File: config.mk
export PLATFORM = sky130hd
export DESIGN_NAME = spi_master_sequencer
export DESIGN_NICKNAME = d
export VERILOG_FILES = /design/src/rtl/spi_master_sequencer.sv
export SDC_FILE = /design/constraint.sdc
export NUM_CORES = 1
export LEC_CHECK = 0
export BUFFER_PORTS_ARGS = -buffer_cell sky130_fd_sc_hd__buf_4
export CORE_MARGIN = 1
export CORE_UTILIZATION = 45
export CTS_CLUSTER_DIAMETER = 80
export DETAILED_ROUTE_END_ITERATION = 10
export GPL_TIMING_DRIVEN = 0
export MAX_ROUTING_LAYER = met4
export PLACE_DENSITY = 0.66
export SYNTH_ARGS = -nofsm -noshare
export SYNTH_HDL_FRONTEND = slang
export SYNTH_SLANG_ARGS = --single-unit
File: constraint.sdc
create_clock -name clock -period 2.1 [get_ports clock]
set_input_delay 0.105 -clock clock [delete_from_list [all_inputs] [get_ports clock]]
set_output_delay 0.105 -clock clock [all_outputs]
set_load 0.02 [all_outputs]
File: src/rtl/spi_master_sequencer.sv
// spi_master_sequencer: SPI mode 0 burst controller driving an external sclk generator.
// Define SPI_LSB_FIRST_EN to shift and assemble bytes LSB first.
module spi_master_sequencer #(
    parameter int CS_SETUP_CYCLES = 4,
    parameter int CS_HOLD_CYCLES  = 4,
    parameter int COUNT_W         = 8
) (
    input  logic               clock,
    input  logic               reset,
    input  logic               start,
    input  logic [COUNT_W-1:0] num_bytes,
    input  logic [7:0]         tx_data,
    input  logic               tx_valid,
    output logic               tx_ready,
    output logic [7:0]         rx_data,
    output logic               rx_valid,
    output logic               busy,
    output logic               done,
    output logic               gen_reset,
    input  logic               high_t,
    input  logic               low_t,
    output logic               cs_n,
    output logic               mosi,
    input  logic               miso
);
    localparam int MAX_CYC = CS_SETUP_CYCLES > CS_HOLD_CYCLES ? CS_SETUP_CYCLES : CS_HOLD_CYCLES;
    localparam int CW = $clog2(MAX_CYC + 1);

    typedef enum logic [2:0] {IDLE, SETUP, LOAD, XFER, HOLD} state_t;

    state_t             state;
    logic [CW-1:0]      cnt;
    logic [2:0]         bit_cnt;
    logic [COUNT_W-1:0] remaining;
    logic [6:0]         shift_tx;
    logic [6:0]         shift_rx;
    logic [7:0]         rx_next;
    logic [6:0]         tx_load;
    logic [6:0]         tx_shift;
    logic               tx_first;
    logic               tx_bit;

    // shift_tx holds only the bits not yet driven; shift_rx only the bits already received
`ifdef SPI_LSB_FIRST_EN
    assign rx_next  = {miso, shift_rx};
    assign tx_load  = tx_data[7:1];
    assign tx_first = tx_data[0];
    assign tx_bit   = shift_tx[0];
    assign tx_shift = {1'b0, shift_tx[6:1]};
`else
    assign rx_next  = {shift_rx, miso};
    assign tx_load  = tx_data[6:0];
    assign tx_first = tx_data[7];
    assign tx_bit   = shift_tx[6];
    assign tx_shift = {shift_tx[5:0], 1'b0};
`endif

    assign tx_ready = state == LOAD;
    assign busy     = state != IDLE;

    always_ff @(posedge clock) begin
        if (reset) begin
            state     <= IDLE;
            cs_n      <= 1'b1;
            mosi      <= 1'b0;
            gen_reset <= 1'b1;
            rx_data   <= '0;
            rx_valid  <= 1'b0;
            done      <= 1'b0;
            cnt       <= '0;
            bit_cnt   <= '0;
            remaining <= '0;
            shift_tx  <= '0;
            shift_rx  <= '0;
        end else begin
            rx_valid <= 1'b0;
            done     <= 1'b0;
            case (state)
                IDLE: if (start && num_bytes != '0) begin
                    remaining <= num_bytes;
                    cs_n      <= 1'b0;
                    cnt       <= '0;
                    state     <= SETUP;
                end
                SETUP: if (cnt == CW'(CS_SETUP_CYCLES - 1)) begin
                    cnt   <= '0;
                    state <= LOAD;
                end else cnt <= cnt + 1'b1;
                LOAD: if (tx_valid) begin
                    shift_tx  <= tx_load;
                    mosi      <= tx_first;
                    bit_cnt   <= '0;
                    gen_reset <= 1'b0;
                    state     <= XFER;
                end
                XFER: if (high_t) begin
                    shift_rx <= rx_next[6:0];
`ifdef SPI_LSB_FIRST_EN
                    shift_rx <= rx_next[7:1];
`endif
                    if (bit_cnt == 3'd7) begin
                        rx_data  <= rx_next;
                        rx_valid <= 1'b1;
                    end
                end else if (low_t) begin
                    if (bit_cnt != 3'd7) begin
                        bit_cnt  <= bit_cnt + 1'b1;
                        shift_tx <= tx_shift;
                        mosi     <= tx_bit;
                    end else begin
                        remaining <= remaining - 1'b1;
                        gen_reset <= 1'b1;
                        cnt       <= '0;
                        state     <= remaining == COUNT_W'(1) ? HOLD : LOAD;
                    end
                end
                HOLD: if (cnt == CW'(CS_HOLD_CYCLES - 1)) begin
                    cs_n  <= 1'b1;
                    mosi  <= 1'b0;
                    done  <= 1'b1;
                    state <= IDLE;
                end else cnt <= cnt + 1'b1;
                default: state <= IDLE;
            endcase
        end
    end
endmodule

* Word-level counts from Yosys, hierarchy flattened
Cells that the tools add are included.
** Storage, ports and cells
- Bits in registers :: 44
- Bits of input ports :: 23
- Output and inout port bits :: 15
- Word-level logic and storage cells :: 102
** Cells by class
- Add/subtract/negate cells :: 3
- Eq/ne operators :: 17
- Muxes and demuxes :: 47
- Bitwise logic cells :: 3
- Reduce and logical (&&, ||, !) cells :: 20
** Operators by type and width (count)
- $mux 3 :: 18
- $mux 8 :: 4
- $mux 7 :: 4
- $ne 2x2->1 const B :: 9
- $pmux 8 s2 :: 1
- $pmux 3 s5 :: 1
- $reduce_and 5->1 :: 3
- $pmux 7 s2 :: 1
- $mux 1 :: 13
- $pmux 3 s4 :: 1
- $reduce_and 6->1 :: 2
- $eq 3x2->1 const B :: 3
- $eq 8x1->1 const B :: 1
- $reduce_bool 8->1 :: 1
- $sub 8x1->8 const B :: 1
- $reduce_and 7->1 :: 1
- $add 3x1->3 const B :: 2
- $eq 3x3->1 const B :: 2
- $pmux 3 s2 :: 1
- $reduce_and 3->1 :: 2
- $reduce_bool 2->1 :: 3
- $reduce_bool 3->1 :: 2
- $pmux 1 s2 :: 2
- $reduce_bool 4->1 :: 1
- 9 further kinds :: 11

* Depth between registers and ports, before layout
Gate-level depths: netlist of run 1.
- Depth in word-level cells :: 6
- Gate-level depth with buffers :: 7
- Depth with buffers taken out :: 6

* Worst setup path after synthesis of run 1
Ideal clock, no wire load.
- Kind :: flip-flop to flip-flop
- Start :: register bit_cnt[0]
- End :: register cnt[2]
- Library setup time :: 123 ps
- Data arrival time :: 1624 ps
- Setup slack :: 353 ps
- Stages on the path, launching flop included :: 7
- Period minus slack after synthesis :: 1747 ps
- Path through :: dfxtp_1 > ha_1 > ha_1 > buf_2 > nand3b_1 > a221o_2 > mux2_1
** On the way
- Word-level cells in the longest chain between the ends :: 3
** RTL lines
- start: declaration :: line 33 : logic [2:0] bit_cnt;
- start signal: assignment :: line 107 : bit_cnt <= bit_cnt + 1'b1;
- $ne 3x3->1 :: line 106 : if (bit_cnt != 3'd7) begin
- $ne 2x2->1 (no line)
- $reduce_and 6->1 (no line)
- end signal: assignment :: line 88 : end else cnt <= cnt + 1'b1;
- end signal: assignment :: line 122 : end else cnt <= cnt + 1'b1;
- end: declaration :: line 32 : logic [CW-1:0] cnt;
No other way between the ends.
A chain may end at the register's enable or synchronous reset.

* Worst setup path after layout of run 1
Same ends and word-level chain as after synthesis.

==> results of run 1 <==
[logic make-up after synthesis]
logic type	Yosys count
AND/OR/NAND/NOR	124
AO/OA/AOI/OAI	72
flip-flops	44
buffers and inverters	27
adder cells (fa/ha/maj)	7
multiplexers	4
[cells in the mapped netlist, types with 2 or more instances]
library cell and n:
a21oi_1 37, a221oi_1 2, a311oi_1 6, and3_1 2
buf_2 5, buf_4 3, clkbuf_1 7, dfxtp_1 44
ha_1 7, inv_1 8, mux2i_1 3, nand2_1 55
nand2b_1 4, nand3_1 12, nand3b_1 3, nand4b_1 2
nor2_1 21, nor2b_1 6, nor3_1 5, o211ai_1 2
o21ai_0 3, o32ai_1 5, or3_1 2, or4_4 2
[state kept, by name (all words and copies together), names as in the netlist]
signal     cells
state          3
mosi           1
rx_data        8
done           1
shift_tx       7
bit_cnt        3
gen_reset      1
remaining      8
cnt            3
rx_valid       1
cs_n           1
shift_rx       7
[worst min-delay path, stage by stage]
cell	delay, ns
buf_4	0.11
nand2_1	0.05
a21oi_1	0.05
[metal layers]
metal / GRT usage [%] / vias up / routed length [µm]
li1: - / 1070 / -
met1: 31.0 / 944 / 2640
met2: 32.1 / 58 / 2310
met3: 4.01 / 7 / 267
met4: 7.19 / 0 / 62
met5: - / - / 0
[cell type report]
class                      count  area [µm²]  area share [%]
tap                           67        83.8            3.10
clock buffer                   5        68.8            2.54
inverter                       9        33.8            1.25
sequential                    44         881            32.5
multi-input combinational    207        1240            45.7
clock inverter                 3        23.8           0.878
timing repair buffer          36         270            9.99
buffer                        18         109            4.02
[metrics by stage]
step / cells / cell area (µm²) / utilization [%]
after floorplan: 278 / 2250 / -
after global placement: 381 / 2610 / 54.8
after detailed placement: 381 / 2610 / 54.8
after CTS: 389 / 2700 / 56.7
after global routing: 389 / 2710 / 56.9
final: 389 / 2710 / 56.9
[worst max path at each step]
stage	to	slack, ns	depth (start not counted)
after floorplan	cnt[2]	0.35	6
after global placement	cnt[2]	0.17	6
after detailed placement	cnt[2]	0.14	6
after CTS	cnt[2]	0.13	6
after global routing	cnt[2]	0.02	6
final	cnt[2]	0.12	6
[timing repair]
action                                 in CTS  in global routing
setup endpoints to repair                   0                  1
resized for setup                           0                  2
buffers inserted                            0                  0
endpoints found under the hold margin       0                  0
[power breakdown]
group	switching [mW]	total (mW)	internal (mW)
Sequential	0.0161	0.865	0.849
Combinational	0.0932	0.177	0.0834
Clock	0.300	0.536	0.236
==> results.yml, run 1 <==
routing:
  drt_wl_total_um: 5280
  drt-wirelength-per-cell_um: 13.6
  drt_iter0_markers: 161
  drc: 0
  viasPerCell: 5.34
  dr_total_vias: 2079
  ant_nets: 0
  firstDrtPassIters: 4
timing:
  setup_slack_ns: 0.124
  setup_viol_count_final: 0
  maxSlewViolCount: 0
  holdWs_ns: 0.0647
  hold_viol: 0
  min_period_over_period_pct: 94.1
  fmax_mhz: 506
  period_minus_slack_ns: 1.98
  rsz0062_at_grt: "false"
  worst_slew_pin_slew_ns: 0.668
  finClkSkew_ns: 0.00642
  relSlewSlack_pct: 55.1
  setup_tns_ns: 0
synthesis:
  synth_xor_area_share_pct: 0
  netlist_instances: 278
  synth_ff_type: "dfxtp_1"
  ys_ff_latch: 44
  synth_edf_count: 0
  synth_area_leader_cell: "dfxtp_1"
  yosysWarningCount: 0
  async_flop_share_pct: 0
  syn_area_mm2: 0.00225
  synthAdderAreaFrac_pct: 3.89
  muxShareOfSynthArea_pct: 1.83
  synth_top_family_by_area: "simple AND/OR/NAND/NOR gates"
  avgSynthCellArea_um2: 8.10
  syn-num-nets: 308
  synthTopCellsByArea: "dfxtp_1, nand2_1, a21oi_1"
  synth_compound_area_share_pct: 21.5
  synth_top_area_share_pct: 39.1
  ys_seq_area_share_pct: 39.1
  synth_simple_gate_area_share_pct: 27.5
  synth.distinct_cells: 56
cts:
  cts_tree: "built"
  path_clk_slew_ns: 0.09
  postCtsHoldBufs: 0
  cts.sink_count: 44
  cts_buffers: 5
  insertion_delay_ns: 0.30
  cts_max_path_buffers: 2
  htree_num_levels: 2
  cts_root_buffer: "clkbuf_8"
placed_design:
  dp_slack_ns: 0.143
  place.gp.congestion: 0.899
  io_buffers: 36
  dp_hpwl_um: 3830
critical_path:
  arrival_ns: 2.17
  crit-reg2reg-capture: "cnt[2]"
  path_buf_inv: 1
  crit_path_end_kind: "flip-flop"
  cp_top_family: "compound AO/OA/AOI/OAI gates"
  worstPathRequired_ns: 2.29
  r2r_start: "bit_cnt[0]"
  reg2reg_depth: 6
  slowest_delay_ns: 0.47
  reg2reg_setup_slack_ns: 0.12
  worstSetupStartpoint: "bit_cnt[0]"
  cp-start-kind: "flip-flop"
  crit_top_cell: "ha_1"
  critPathKind: "flip-flop to flip-flop"
  worst-path-max-fanout: 10
  crit_chain: "ha_1, ha_1, clkbuf_4, nand3b_1, a221o_2, mux2_1"
  crit_slowest_cell: "a221o_2"
finish:
  final_layout_size_suffix_gt1_share_pct: 20.8
  final_cell_mix: "nand2_1, dfxtp_1, buf_4"
  fin_nets: 351
  final_common_cell: "nand2_1"
  insertedDiodeCount: 0
  area_delta_synth_final_pct: 20.2
  fillers: 468
status:
  status: "finished, final reports clean"
floorplanning:
  dieArea_mm2: 0.00529
  die_h_um: 72.7
  floorplan.initialDensity_pct: 47.3
  die_x_um: 72.7
  ios: 38
  rows: 25
  core_mm2: 0.00475
global_routing:
  gr-total-overflow: 0
  grt_max_degree: 16
  grt_pass1_vias: 1844
  grt.total_usage_pct: 22.1
  grt_first_pass_wirelength_um: 8740
  antenna_found_initial: 0
power:
  p_leak_nw: 1.06
  powerDensity_mw_per_mm2: 583
  peakVddDrop_v: 0.000536
  finalPower_mw: 1.58
hold_path:
  min_path_cells: 3
  worstHoldEndpoint: "shift_rx[0]"
  worstHoldPathType: "input pin to flip-flop"
  min-delay-start: "miso"
run:
  drv_cap: 0
No activity file was read; power rests on OpenSTA's default activity.
==> inputs of run 2 (changes only) <==
- clock period: 2.1 -> 2 ns (I/O delays scaled with it)
==> run 2 against run 1 <==
Effect of this change:
- clock skew rose by 0.0015 ns
- global-route usage is the same
- non-clock buffer count increased by 1
- register-to-register slack hardly changed
- final cell count up 0.26%
- fmax rose by 6.0%
- flip-flop and latch count unchanged
- die area did not move
- highest routed layer unchanged
==> results.yml, run 2 (synthesized netlist as in run 1, its figures left out) <==
critical_path:
  worstPathRequired_ns: 2.19
  worstSetupStartpoint: "bit_cnt[0]"
  critPathKind: "flip-flop to flip-flop"
  worst-path-max-fanout: 10
  crit_path_end_kind: "flip-flop"
  reg2reg_setup_slack_ns: 0.14
  arrival_ns: 2.06
  reg2reg_depth: 6
  endpoint: "cnt[2]"
  r2r_start: "bit_cnt[0]"
  crit-reg2reg-capture: "cnt[2]"
  crit_slowest_cell: "a221o_2"
  crit_chain: "ha_1, ha_2, buf_4, nand3b_1, a221o_2, mux2_1"
  slowest_delay_ns: 0.40
  cp-start-kind: "flip-flop"
floorplanning:
  core_mm2: 0.00475
  die_x_um: 72.7
  dieArea_mm2: 0.00529
  ios: 38
  rows: 25
  die_h_um: 72.7
  floorplan.initialDensity_pct: 47.3
placed_design:
  dp_slack_ns: 0.0429
  io_buffers: 36
  placed_cell_area_mm2: 0.00261
  place.gp.congestion: 0.899
  dp_hpwl_um: 3830
  dp_cells: 381
power:
  p_leak_nw: 1.06
  peakVddDrop_v: 0.000561
  finalPower_mw: 1.66
  swShare_pct: 26.1
  power.share.clock_pct: 33.9
  p_comb_share_pct: 11.4
  switchingPower_mw: 0.433
  seqPwrFrac_pct: 54.6
  intPower_mw: 1.23
  powerDensity_mw_per_mm2: 610
finish:
  largestRegisters: "remaining (8), rx_data (8)"
  fillers: 472
  final_layout_size_suffix_gt1_share_pct: 21.4
  fin_nets: 352
  fin_area_mm2: 0.00273
  final_util_pct: 57.3
  area_delta_synth_final_pct: 21.1
  final_cell_mix: "nand2_1, dfxtp_1, buf_4"
  insertedDiodeCount: 0
  finalNonFillerCells: 390
  final_common_cell: "nand2_1"
routing:
  viasPerCell: 5.35
  firstDrtPassIters: 4
  dr_wl_met2_um: 2310
  drt_wl_total_um: 5330
  routed-wl-met3_um: 294
  drt-met1-wl_um: 2670
  drt_iter0_markers: 148
  dr_total_vias: 2085
  drc: 0
  highest_layer: "met4"
  ant_nets: 0
  drt-wirelength-per-cell_um: 13.7
timing:
  setup_slack_ns: 0.136
  setup_tns_ns: 0
  hold_viol: 0
  maxSlewViolCount: 0
  setup_viol_count_final: 0
  worst_slew_pin_slew_ns: 0.697
  fmax_mhz: 536
  finClkSkew_ns: 0.00789
  min_period_over_period_pct: 93.2
  period_minus_slack_ns: 1.86
  holdWs_ns: 0.0573
  relSlewSlack_pct: 53.2
hold_path:
  worstHoldPathType: "input pin to flip-flop"
  min-delay-start: "miso"
cts:
  path_clk_slew_ns: 0.09
  cts_max_path_buffers: 2
  cts.sink_count: 44
  cts_buffers: 5
  cts_tree: "built"
  insertion_delay_ns: 0.30
  cts_root_buffer: "clkbuf_8"
  postCtsHoldBufs: 0
  htree_num_levels: 2
global_routing:
  gr-total-overflow: 0
  grt_first_pass_wirelength_um: 8740
  grt.total_usage_pct: 22.1
  grt_pass1_vias: 1844
  antenna_found_initial: 0
  grt_max_degree: 16
run:
  drv_cap: 0
status:
  status: "finished, final reports clean"
-- run 2: area by class of cell --
| cell class | count | area (µm²) | area share [%] |
|---|---|---|---|
| clock buffers | 5 | 68.8 | 2.53 |
| inverters | 9 | 33.8 | 1.24 |
| repair buffers | 37 | 278 | 10.2 |
| plain buffers | 18 | 109 | 3.99 |
| well taps | 67 | 83.8 | 3.08 |
| flip-flops and latches | 44 | 881 | 32.3 |
| clock inverters | 3 | 23.8 | 0.872 |
| multi-input cells | 207 | 1250 | 45.8 |
-- run 2: power by group through the flow --
| stage | Clock, mW | Sequential [mW] | Combinational (mW) |
|---|---|---|---|
| after floorplan | 0 | 0.926 | 0.111 |
| after global placement | 0 | 0.928 | 0.182 |
| after detailed placement | 0 | 0.928 | 0.184 |
| after CTS | 0.584 | 0.908 | 0.184 |
| after global routing | 0.615 | 0.911 | 0.209 |
| final | 0.564 | 0.908 | 0.190 |
-- run 2: repair_timing --
item	CTS	global route
endpoints found under the hold margin	0	0
buffers inserted	0	1
setup endpoints to repair	0	7
gates resized for setup	0	5
-- run 2: worst min-delay path by stage --
stage                     slack, ns           to  cells past startpoint
final                          0.06  shift_rx[0]                      3
after global routing           0.05  shift_rx[0]                      3
after CTS                      0.05  shift_rx[0]                      3
after detailed placement       0.38  shift_rx[0]                      3
after global placement         0.38  shift_rx[0]                      3
after floorplan                0.24  shift_rx[0]                      2
-- run 2: metal layers --
layer	vias to the layer above	GRT usage [%]
met4	0	7.19
met5	-	-
li1	1072	-
met1	945	31.0
met2	63	32.1
met3	5	4.01
-- run 2: worst max-delay path: cells and delay by family, from the launching register on --
| kind | cells | cell delay, ns |
|---|---|---|
| AO/OA/AOI/OAI | 1 | 0.40 |
| adder cells (fa/ha/maj) | 2 | 0.39 |
| flip-flops | 1 | 0.36 |
| multiplexers | 1 | 0.31 |
| buffers and inverters | 1 | 0.19 |
| AND/OR/NAND/NOR | 1 | 0.12 |
